--- src/rtl/decode_ctrl_stage.sv ---
// ID-stage control decoder with a registered ID/EX control bundle,
// valid/ready handoff, multi-cycle issue throttle and stall counter.
// Ports: clk, rst_n, in_valid/in_ready/op (from decode), flush,
// ex_ready/out_valid plus control outputs (to execute), busy, stall_cnt.
module decode_ctrl_stage #(
  parameter int OP_W    = 3,
  parameter int FPU_LAT = 4,
  parameter int CRY_LAT = 8,
  parameter int CNT_W   = 16
) (
  input  logic             clk,
  input  logic             rst_n,
  input  logic             in_valid,
  output logic             in_ready,
  input  logic [OP_W-1:0]  op,
  input  logic             flush,
  input  logic             ex_ready,
  output logic             out_valid,
  output logic [1:0]       ALUop,
  output logic [1:0]       resmux,
  output logic             ALUSrc,
  output logic             branch,
  output logic             memwrite,
  output logic             a2src,
  output logic             regwrite,
  output logic             jump,
  output logic             cry_en,
  output logic             illegal,
  output logic             busy,
  output logic [CNT_W-1:0] stall_cnt
);

  typedef struct packed {
    logic [1:0] aluop;
    logic       alusrc;
    logic       branch;
    logic       memwrite;
    logic       a2src;
    logic       regwrite;
    logic [1:0] resmux;
    logic       jump;
    logic       cry_en;
    logic       illegal;
  } ctrl_t;

  localparam int CW = 16;
  localparam logic [0:0] RUN     = 1'b0;
  localparam logic [0:0] MC_WAIT = 1'b1;

  // Wait counter preload: LAT-2, so the stage stalls LAT-1 cycles.
  localparam logic [CW-1:0] FPU_LD =
    (FPU_LAT > 1) ? CW'(FPU_LAT - 2) : '0;
  localparam logic [CW-1:0] CRY_LD =
    (CRY_LAT > 1) ? CW'(CRY_LAT - 2) : '0;

  logic [0:0]    state;
  logic [CW-1:0] cnt;
  ctrl_t         dec;
  ctrl_t         ctrl_q;
  logic          ov_q;
  logic          accept;
  logic          upper;
  logic          is_f;
  logic          is_cry;

  generate
    if (OP_W > 3) begin : g_upper
      assign upper = |op[OP_W-1:3];
    end else begin : g_noupper
      assign upper = 1'b0;
    end
  endgenerate

  always_comb begin
    dec = '0;
    if (upper) begin
      dec.illegal = 1'b1;
    end else begin
      unique case (op[2:0])
        3'b000: dec = ctrl_t'(13'b10_0_0_0_1_1_00_0_0_0);
        3'b001: dec = ctrl_t'(13'b00_1_0_0_0_1_01_0_0_0);
        3'b010: dec = ctrl_t'(13'b00_1_0_1_0_0_01_0_0_0);
        3'b011: dec = ctrl_t'(13'b10_1_0_0_0_1_00_0_0_0);
        3'b100: dec = ctrl_t'(13'b01_0_1_0_0_0_10_0_0_0);
        3'b101: dec = ctrl_t'(13'b00_0_0_0_0_1_10_1_0_0);
        3'b110: dec = ctrl_t'(13'b11_0_0_0_1_1_00_0_0_0);
        3'b111: dec = ctrl_t'(13'b00_0_0_0_1_1_11_0_1_0);
        default: dec = '0;
      endcase
    end
  end

  assign is_f   = !upper && (op[2:0] == 3'b110);
  assign is_cry = !upper && (op[2:0] == 3'b111);

  assign in_ready = !flush && (state == RUN) && (!ov_q || ex_ready);
  assign accept   = in_valid && in_ready;
  assign busy     = (state == MC_WAIT);

  always_ff @(posedge clk or negedge rst_n) begin
    if (!rst_n) begin
      state <= RUN;
      cnt   <= '0;
    end else if (flush) begin
      state <= RUN;
      cnt   <= '0;
    end else begin
      unique case (state)
        RUN: begin
          if (accept && is_f && FPU_LAT > 1) begin
            state <= MC_WAIT;
            cnt   <= FPU_LD;
          end else if (accept && is_cry && CRY_LAT > 1) begin
            state <= MC_WAIT;
            cnt   <= CRY_LD;
          end
        end
        MC_WAIT: begin
          if (cnt == '0) begin
            state <= RUN;
          end else begin
            cnt <= cnt - 1'b1;
          end
        end
        default: state <= RUN;
      endcase
    end
  end

  always_ff @(posedge clk or negedge rst_n) begin
    if (!rst_n) begin
      ov_q   <= 1'b0;
      ctrl_q <= '0;
    end else if (flush) begin
      ov_q <= 1'b0;
    end else if (accept) begin
      ov_q   <= 1'b1;
      ctrl_q <= dec;
    end else if (ov_q && ex_ready) begin
      ov_q <= 1'b0;
    end
  end

  always_ff @(posedge clk or negedge rst_n) begin
    if (!rst_n) begin
      stall_cnt <= '0;
    end else if (in_valid && !in_ready && stall_cnt != '1) begin
      stall_cnt <= stall_cnt + 1'b1;
    end
  end

  // Drained register reads as a NOP downstream.
  assign out_valid = ov_q;
  assign {ALUop, ALUSrc, branch, memwrite, a2src, regwrite,
          resmux, jump, cry_en, illegal} =
    ov_q ? ctrl_q : '0;

endmodule

--- config.mk ---
export PLATFORM = sky130hd
export DESIGN_NAME = decode_ctrl_stage
export DESIGN_NICKNAME = d
export VERILOG_FILES = /design/src/rtl/decode_ctrl_stage.sv
export SDC_FILE = /design/constraint.sdc
export NUM_CORES = 1
export LEC_CHECK = 0
export BUFFER_PORTS_ARGS = -buffer_cell sky130_fd_sc_hd__buf_2
export CAP_MARGIN = 40
export CORE_MARGIN = 8
export CORE_UTILIZATION = 55
export CTS_CLUSTER_SIZE = 40
export DETAILED_ROUTE_END_ITERATION = 12
export GPL_TIMING_DRIVEN = 0
export PLACE_DENSITY = 0.77
export SYNTH_ARGS = -nofsm -noshare
export SYNTH_HDL_FRONTEND = slang
export SYNTH_SLANG_ARGS = --single-unit
--- constraint.sdc ---
create_clock -name clk -period 3.1 [get_ports clk]
set_clock_uncertainty 0.2 [all_clocks]
set_input_delay 0.62 -clock clk [delete_from_list [all_inputs] [get_ports clk]]
set_output_delay 0.62 -clock clk [all_outputs]
set_load 0.01 [all_outputs]
==> report_table.html <==
<table>
<tr><th>Metric</th><th>Value</th></tr>
<tr><th colspan="2">Power</th></tr>
<tr><td>Largest voltage drop on the vdd net</td><td>between 0.3 and 0.4 mV</td></tr>
<tr><td>Int Power</td><td>between 1 and 1.5 mW</td></tr>
<tr><td>Power per cell area</td><td>between 600 and 700 mW/mm^2</td></tr>
<tr><td>Net switching component of the power</td><td>0.616 mW</td></tr>
<tr><td>Switching power as a share of total power</td><td>0.363</td></tr>
<tr><td>Power share of the clock group</td><td>0.227</td></tr>
<tr><td>Seq pwr share</td><td>0.474</td></tr>
<tr><td>Combinational power share</td><td>0.299</td></tr>
<tr><td>Static leakage</td><td>1.35 nW</td></tr>
<tr><th colspan="2">Global routing</th></tr>
<tr><td>Overflow after GRT</td><td>0</td></tr>
<tr><td>Maximum number of pins on one net before global-route repair</td><td>38</td></tr>
<tr><td>Global-route wire length before repair</td><td>8980 um</td></tr>
<tr><td>Antenna violations before repair</td><td>0</td></tr>
<tr><td>Vias in the first global route</td><td>between 1500 and 2000</td></tr>
<tr><td>Overall fraction of global-route tracks in use</td><td>0.169</td></tr>
<tr><th colspan="2">Critical path</th></tr>
<tr><td>Endpoint of the worst register-to-register path</td><td>cnt[11]</td></tr>
<tr><td>Kind of launch point of the worst setup path</td><td>input pin</td></tr>
<tr><td>R2r setup slk</td><td>0.65 ns</td></tr>
<tr><td>Category of the critical setup timing path</td><td>in -&gt; reg</td></tr>
<tr><td>R2R cell count</td><td>7</td></tr>
<tr><td>WP data required</td><td>3.14 ns</td></tr>
<tr><td>Kind of end point of the critical path</td><td>flip-flop</td></tr>
<tr><td>Worst setup path endpoint</td><td>cnt[11]</td></tr>
<tr><td>Crit-path max FO</td><td>9</td></tr>
<tr><td>Critical Path AT</td><td>approximately 2.8 ns</td></tr>
<tr><td>Reg2Reg Launch Point</td><td>cnt[0]</td></tr>
<tr><td>Timing startpoint of the critical path</td><td>op[0]</td></tr>
<tr><th colspan="2">Clock network</th></tr>
<tr><td>Post-CTS Setup Repair Bufs</td><td>0</td></tr>
<tr><td>Clock tree from TritonCTS</td><td>yes</td></tr>
<tr><td># hold bufs at CTS</td><td>1</td></tr>
<tr><td>Number of gates resized after cts</td><td>0</td></tr>
<tr><td>Clock Path Buffers</td><td>2</td></tr>
<tr><td>Clock network latency to the later pin of the worst-skew pair</td><td>0.31 ns</td></tr>
<tr><td>H-tree level count</td><td>2</td></tr>
<tr><td>CTS root buffer</td><td>sky130_fd_sc_hd__clkbuf_8</td></tr>
<tr><td>CTS clk-pin slew, worst paths</td><td>0.09 ns</td></tr>
<tr><td>Number of CTS-inserted buffers</td><td>5</td></tr>
<tr><td>Clock sink count</td><td>45</td></tr>
<tr><th colspan="2">Timing</th></tr>
<tr><td>RSZ-0062 raised after global routing</td><td>false</td></tr>
<tr><td>Final critical-path setup slack</td><td>0.345 ns</td></tr>
<tr><td>Total setup violations reported at the end of the flow</td><td>0</td></tr>
<tr><td>Transition at the pin with the smallest max-transition slack</td><td>0.601 ns</td></tr>
<tr><td>Setup Total Neg Slack</td><td>0 ns</td></tr>
<tr><td>Final Max Tran Viols</td><td>0</td></tr>
<tr><td>Final Cycle Share</td><td>0.889</td></tr>
<tr><td>Min Tclk post-route</td><td>approximately 2.8 ns</td></tr>
<tr><td>Hold violation count in the final report</td><td>0</td></tr>
<tr><td>Slew headroom</td><td>0.595</td></tr>
<tr><td>Maximum frequency from static timing analysis</td><td>0.363 GHz</td></tr>
<tr><th colspan="2">Floorplan</th></tr>
<tr><td>Area of the die</td><td>0.00674 mm^2</td></tr>
<tr><td>Top-Level Pins</td><td>39</td></tr>
<tr><td>Chip width</td><td>just over 80 um</td></tr>
<tr><td>Y dimension of the die</td><td>82.1 um</td></tr>
<tr><td>Placeable Area</td><td>0.00429 mm^2</td></tr>
<tr><td>Starting density of the core</td><td>0.559</td></tr>
<tr><td>Cell Rows</td><td>24</td></tr>
<tr><th colspan="2">Logic synthesis</th></tr>
<tr><td>Largest cells by area after synthesis</td><td>sky130_fd_sc_hd__dfrtp_1 (47%), sky130_fd_sc_hd__nand2_1 (4.1%), sky130_fd_sc_hd__xor2_1 (4.0%)</td></tr>
<tr><td>Net count after synthesis</td><td>256</td></tr>
<tr><td>Number of library cell types mapped by synthesis</td><td>50</td></tr>
<tr><td>Most used flip-flop cell after synthesis</td><td>sky130_fd_sc_hd__dfrtp_1</td></tr>
<tr><td>Number of synthesized register bits</td><td>45</td></tr>
<tr><td>Number of flops mapped to enable cells by yosys</td><td>0</td></tr>
<tr><td>Instance count of the mapped netlist</td><td>241</td></tr>
<tr><td>Most used standard cell by instance count after synthesis</td><td>sky130_fd_sc_hd__dfrtp_1</td></tr>
<tr><td>Post-Synthesis Cell Area</td><td>0.00240 mm^2</td></tr>
<tr><td>Largest area contributor in the netlist</td><td>sky130_fd_sc_hd__dfrtp_1</td></tr>
<tr><td>Mean instance size in the synthesized netlist</td><td>roughly 10 um^2</td></tr>
<tr><td>Area share of the leading cell type in the synthesized netlist</td><td>0.469</td></tr>
<tr><td>Share of async-settable or async-resettable flops after synthesis</td><td>1.00</td></tr>
<tr><td>Synth cell count leaders</td><td>sky130_fd_sc_hd__dfrtp_1 (45), sky130_fd_sc_hd__nand2_1 (26), sky130_fd_sc_hd__nor2_1 (16)</td></tr>
<tr><td>Portion of the post-synthesis area used by sequential elements</td><td>0.469</td></tr>
<tr><td>Yosys warning total</td><td>0</td></tr>
<tr><th colspan="2">Layout</th></tr>
<tr><td>Fill cells</td><td>~350</td></tr>
<tr><td>Area growth from synthesis to layout</td><td>15.6%</td></tr>
<tr><td>Number of nets at the end of the flow</td><td>302</td></tr>
<tr><td>Fraction of layout instances using a drive strength above 1</td><td>0.236</td></tr>
<tr><td>Antenna Cells</td><td>0</td></tr>
<tr><th colspan="2">Place</th></tr>
<tr><td>HPWL after DPL</td><td>3600 um</td></tr>
<tr><td>Placement Setup Slack</td><td>between 0.03 and 0.04 ns</td></tr>
<tr><td>Count of input and output buffers</td><td>37</td></tr>
<tr><td>Global placement routability congestion</td><td>0.765</td></tr>
<tr><th colspan="2">Run status</th></tr>
<tr><td>Run status</td><td>finished, final reports clean</td></tr>
<tr><th colspan="2">Detailed routing</th></tr>
<tr><td>Count of nets left with antenna violations after detail routing</td><td>0</td></tr>
<tr><td>Number of vias per cell after detailed routing</td><td>5.57</td></tr>
<tr><td>Average detailed-routed wire length per instance</td><td>14.7 um</td></tr>
<tr><td>Final Routed Wirelength</td><td>4990 um</td></tr>
<tr><td>Vias</td><td>1893</td></tr>
<tr><td>Initial DRC count</td><td>68</td></tr>
<tr><td>DRC violation count after routing</td><td>0</td></tr>
<tr><td>Router iterations before antenna repair</td><td>4</td></tr>
<tr><th colspan="2">Hold path</th></tr>
<tr><td>Worst hold-check path type</td><td>reg -&gt; reg</td></tr>
<tr><td>Number of cells traversed by the worst hold path</td><td>2</td></tr>
<tr><th colspan="2">Run</th></tr>
<tr><td>Max_cap viols</td><td>0</td></tr>
</table>
cell families (layout without fill, tap and decap cells):
family | after synthesis | in the layout | share of synthesized area
other cells | 1 | 1 | 0.00156
buf+inv | 16 | 63 | 0.0286
compound gates | 47 | 47 | 0.133
flops | 45 | 45 | 0.469
simple gates | 102 | 102 | 0.245
mux | 4 | 4 | 0.0172
fa+ha+maj | 7 | 7 | 0.0365
xor+xnor | 19 | 19 | 0.0693
worst min path at each step:
stage	slack [ns]	to	start
floorplan	0.12	busy	rst_n
global placement	0.26	ctrl_q[7]	ctrl_q[7]
detailed placement	0.27	ctrl_q[5]	ctrl_q[5]
CTS	0.29	ctrl_q[5]	ctrl_q[5]
global route	0.31	ctrl_q[5]	ctrl_q[5]
finish	0.28	ctrl_q[5]	ctrl_q[5]
layout by cell type (no fill, tap or decap), types with 2 or more instances in the layout:
master	netlist	final
sky130_fd_sc_hd__or4_1	2	2
sky130_fd_sc_hd__xnor2_1	8	8
sky130_fd_sc_hd__and4_1	4	4
sky130_fd_sc_hd__o21a_1	2	2
sky130_fd_sc_hd__clkbuf_8	0	5
sky130_fd_sc_hd__nor4b_1	3	3
sky130_fd_sc_hd__clkinv_4	0	2
sky130_fd_sc_hd__or3_2	2	2
sky130_fd_sc_hd__nand2_1	26	26
sky130_fd_sc_hd__mux2i_1	3	3
sky130_fd_sc_hd__and3_1	3	3
sky130_fd_sc_hd__o21ai_1	5	5
sky130_fd_sc_hd__clkbuf_1	4	4
sky130_fd_sc_hd__o31ai_1	4	4
sky130_fd_sc_hd__ha_1	7	7
sky130_fd_sc_hd__nor2_1	16	16
sky130_fd_sc_hd__o211ai_2	2	2
sky130_fd_sc_hd__dfrtp_1	45	45
sky130_fd_sc_hd__nand4_1	4	4
sky130_fd_sc_hd__xor2_1	11	11
sky130_fd_sc_hd__a21oi_1	8	8
sky130_fd_sc_hd__and2_1	13	13
sky130_fd_sc_hd__inv_1	9	9
sky130_fd_sc_hd__nand2b_1	2	2
sky130_fd_sc_hd__nor3_1	2	2
sky130_fd_sc_hd__buf_4	2	2
sky130_fd_sc_hd__or4_2	4	4
sky130_fd_sc_hd__buf_2	1	38
sky130_fd_sc_hd__nand3_1	11	11
sky130_fd_sc_hd__o21bai_1	2	2
sky130_fd_sc_hd__o21ai_0	15	15
sequential cells by signal, indices dropped and copies added, names as in the netlist:
register,cells
out_valid,1
stall_cnt,16
cnt,16
busy,1
ctrl_q,11
per-stage QoR:
step | power (mW) | instances | cell area, um^2 | utilization | hold slack [ns]
2_1_floorplan | 1.17 | 241 | 2400 | - | 0.124
3_3_place_gp | 1.31 | 330 | 2650 | 0.618 | 0.257
3_5_place_dp | 1.33 | 331 | 2670 | 0.622 | 0.265
4_1_cts | 1.72 | 340 | 2780 | 0.647 | 0.286
5_1_grt | 1.82 | 340 | 2780 | 0.647 | 0.305
6_report | 1.70 | 340 | 2780 | 0.647 | 0.282
final cells by class:
class	count	area, um^2	area share
plain buffers	7	35.0	0.0126
clock buffers	5	68.8	0.0248
clock inverters	3	26.3	0.00946
inverters	9	33.8	0.0122
multi-input cells	180	1210	0.435
flip-flops and latches	45	1130	0.405
well taps	52	65.1	0.0234
repair buffers	39	215	0.0775
power by group through the flow:
| stage | sequential, mW | combinational (mW) | clock (mW) |
|---|---|---|---|
| after CTS | 0.806 | 0.514 | 0.397 |
| final | 0.805 | 0.508 | 0.386 |
| after global placement | 0.813 | 0.497 | 0 |
| after floorplan | 0.814 | 0.352 | 0 |
| after detailed placement | 0.816 | 0.511 | 0 |
| after global routing | 0.827 | 0.577 | 0.420 |
per-layer routing:
layer  GRT usage  up-vias  wire, um  part of all wire
li1            -      946         -                 -
met1       0.219      899      2270              0.45
met2       0.260       41      2370              0.47
met3      0.0433        7       278             0.056
met4      0.0772        0        70             0.014
met5           0        -         0                 0
worst max-delay path, stage by stage:
cell and delay, ns:
sky130_fd_sc_hd__buf_2 0.12, sky130_fd_sc_hd__inv_1 0.11, sky130_fd_sc_hd__ha_1 0.23, sky130_fd_sc_hd__o21ai_0 0.25, sky130_fd_sc_hd__o31ai_4 0.46, sky130_fd_sc_hd__o211ai_2 0.26
sky130_fd_sc_hd__or4_2 0.60, sky130_fd_sc_hd__a21oi_2 0.15
(Power assumes the default switching activity.)
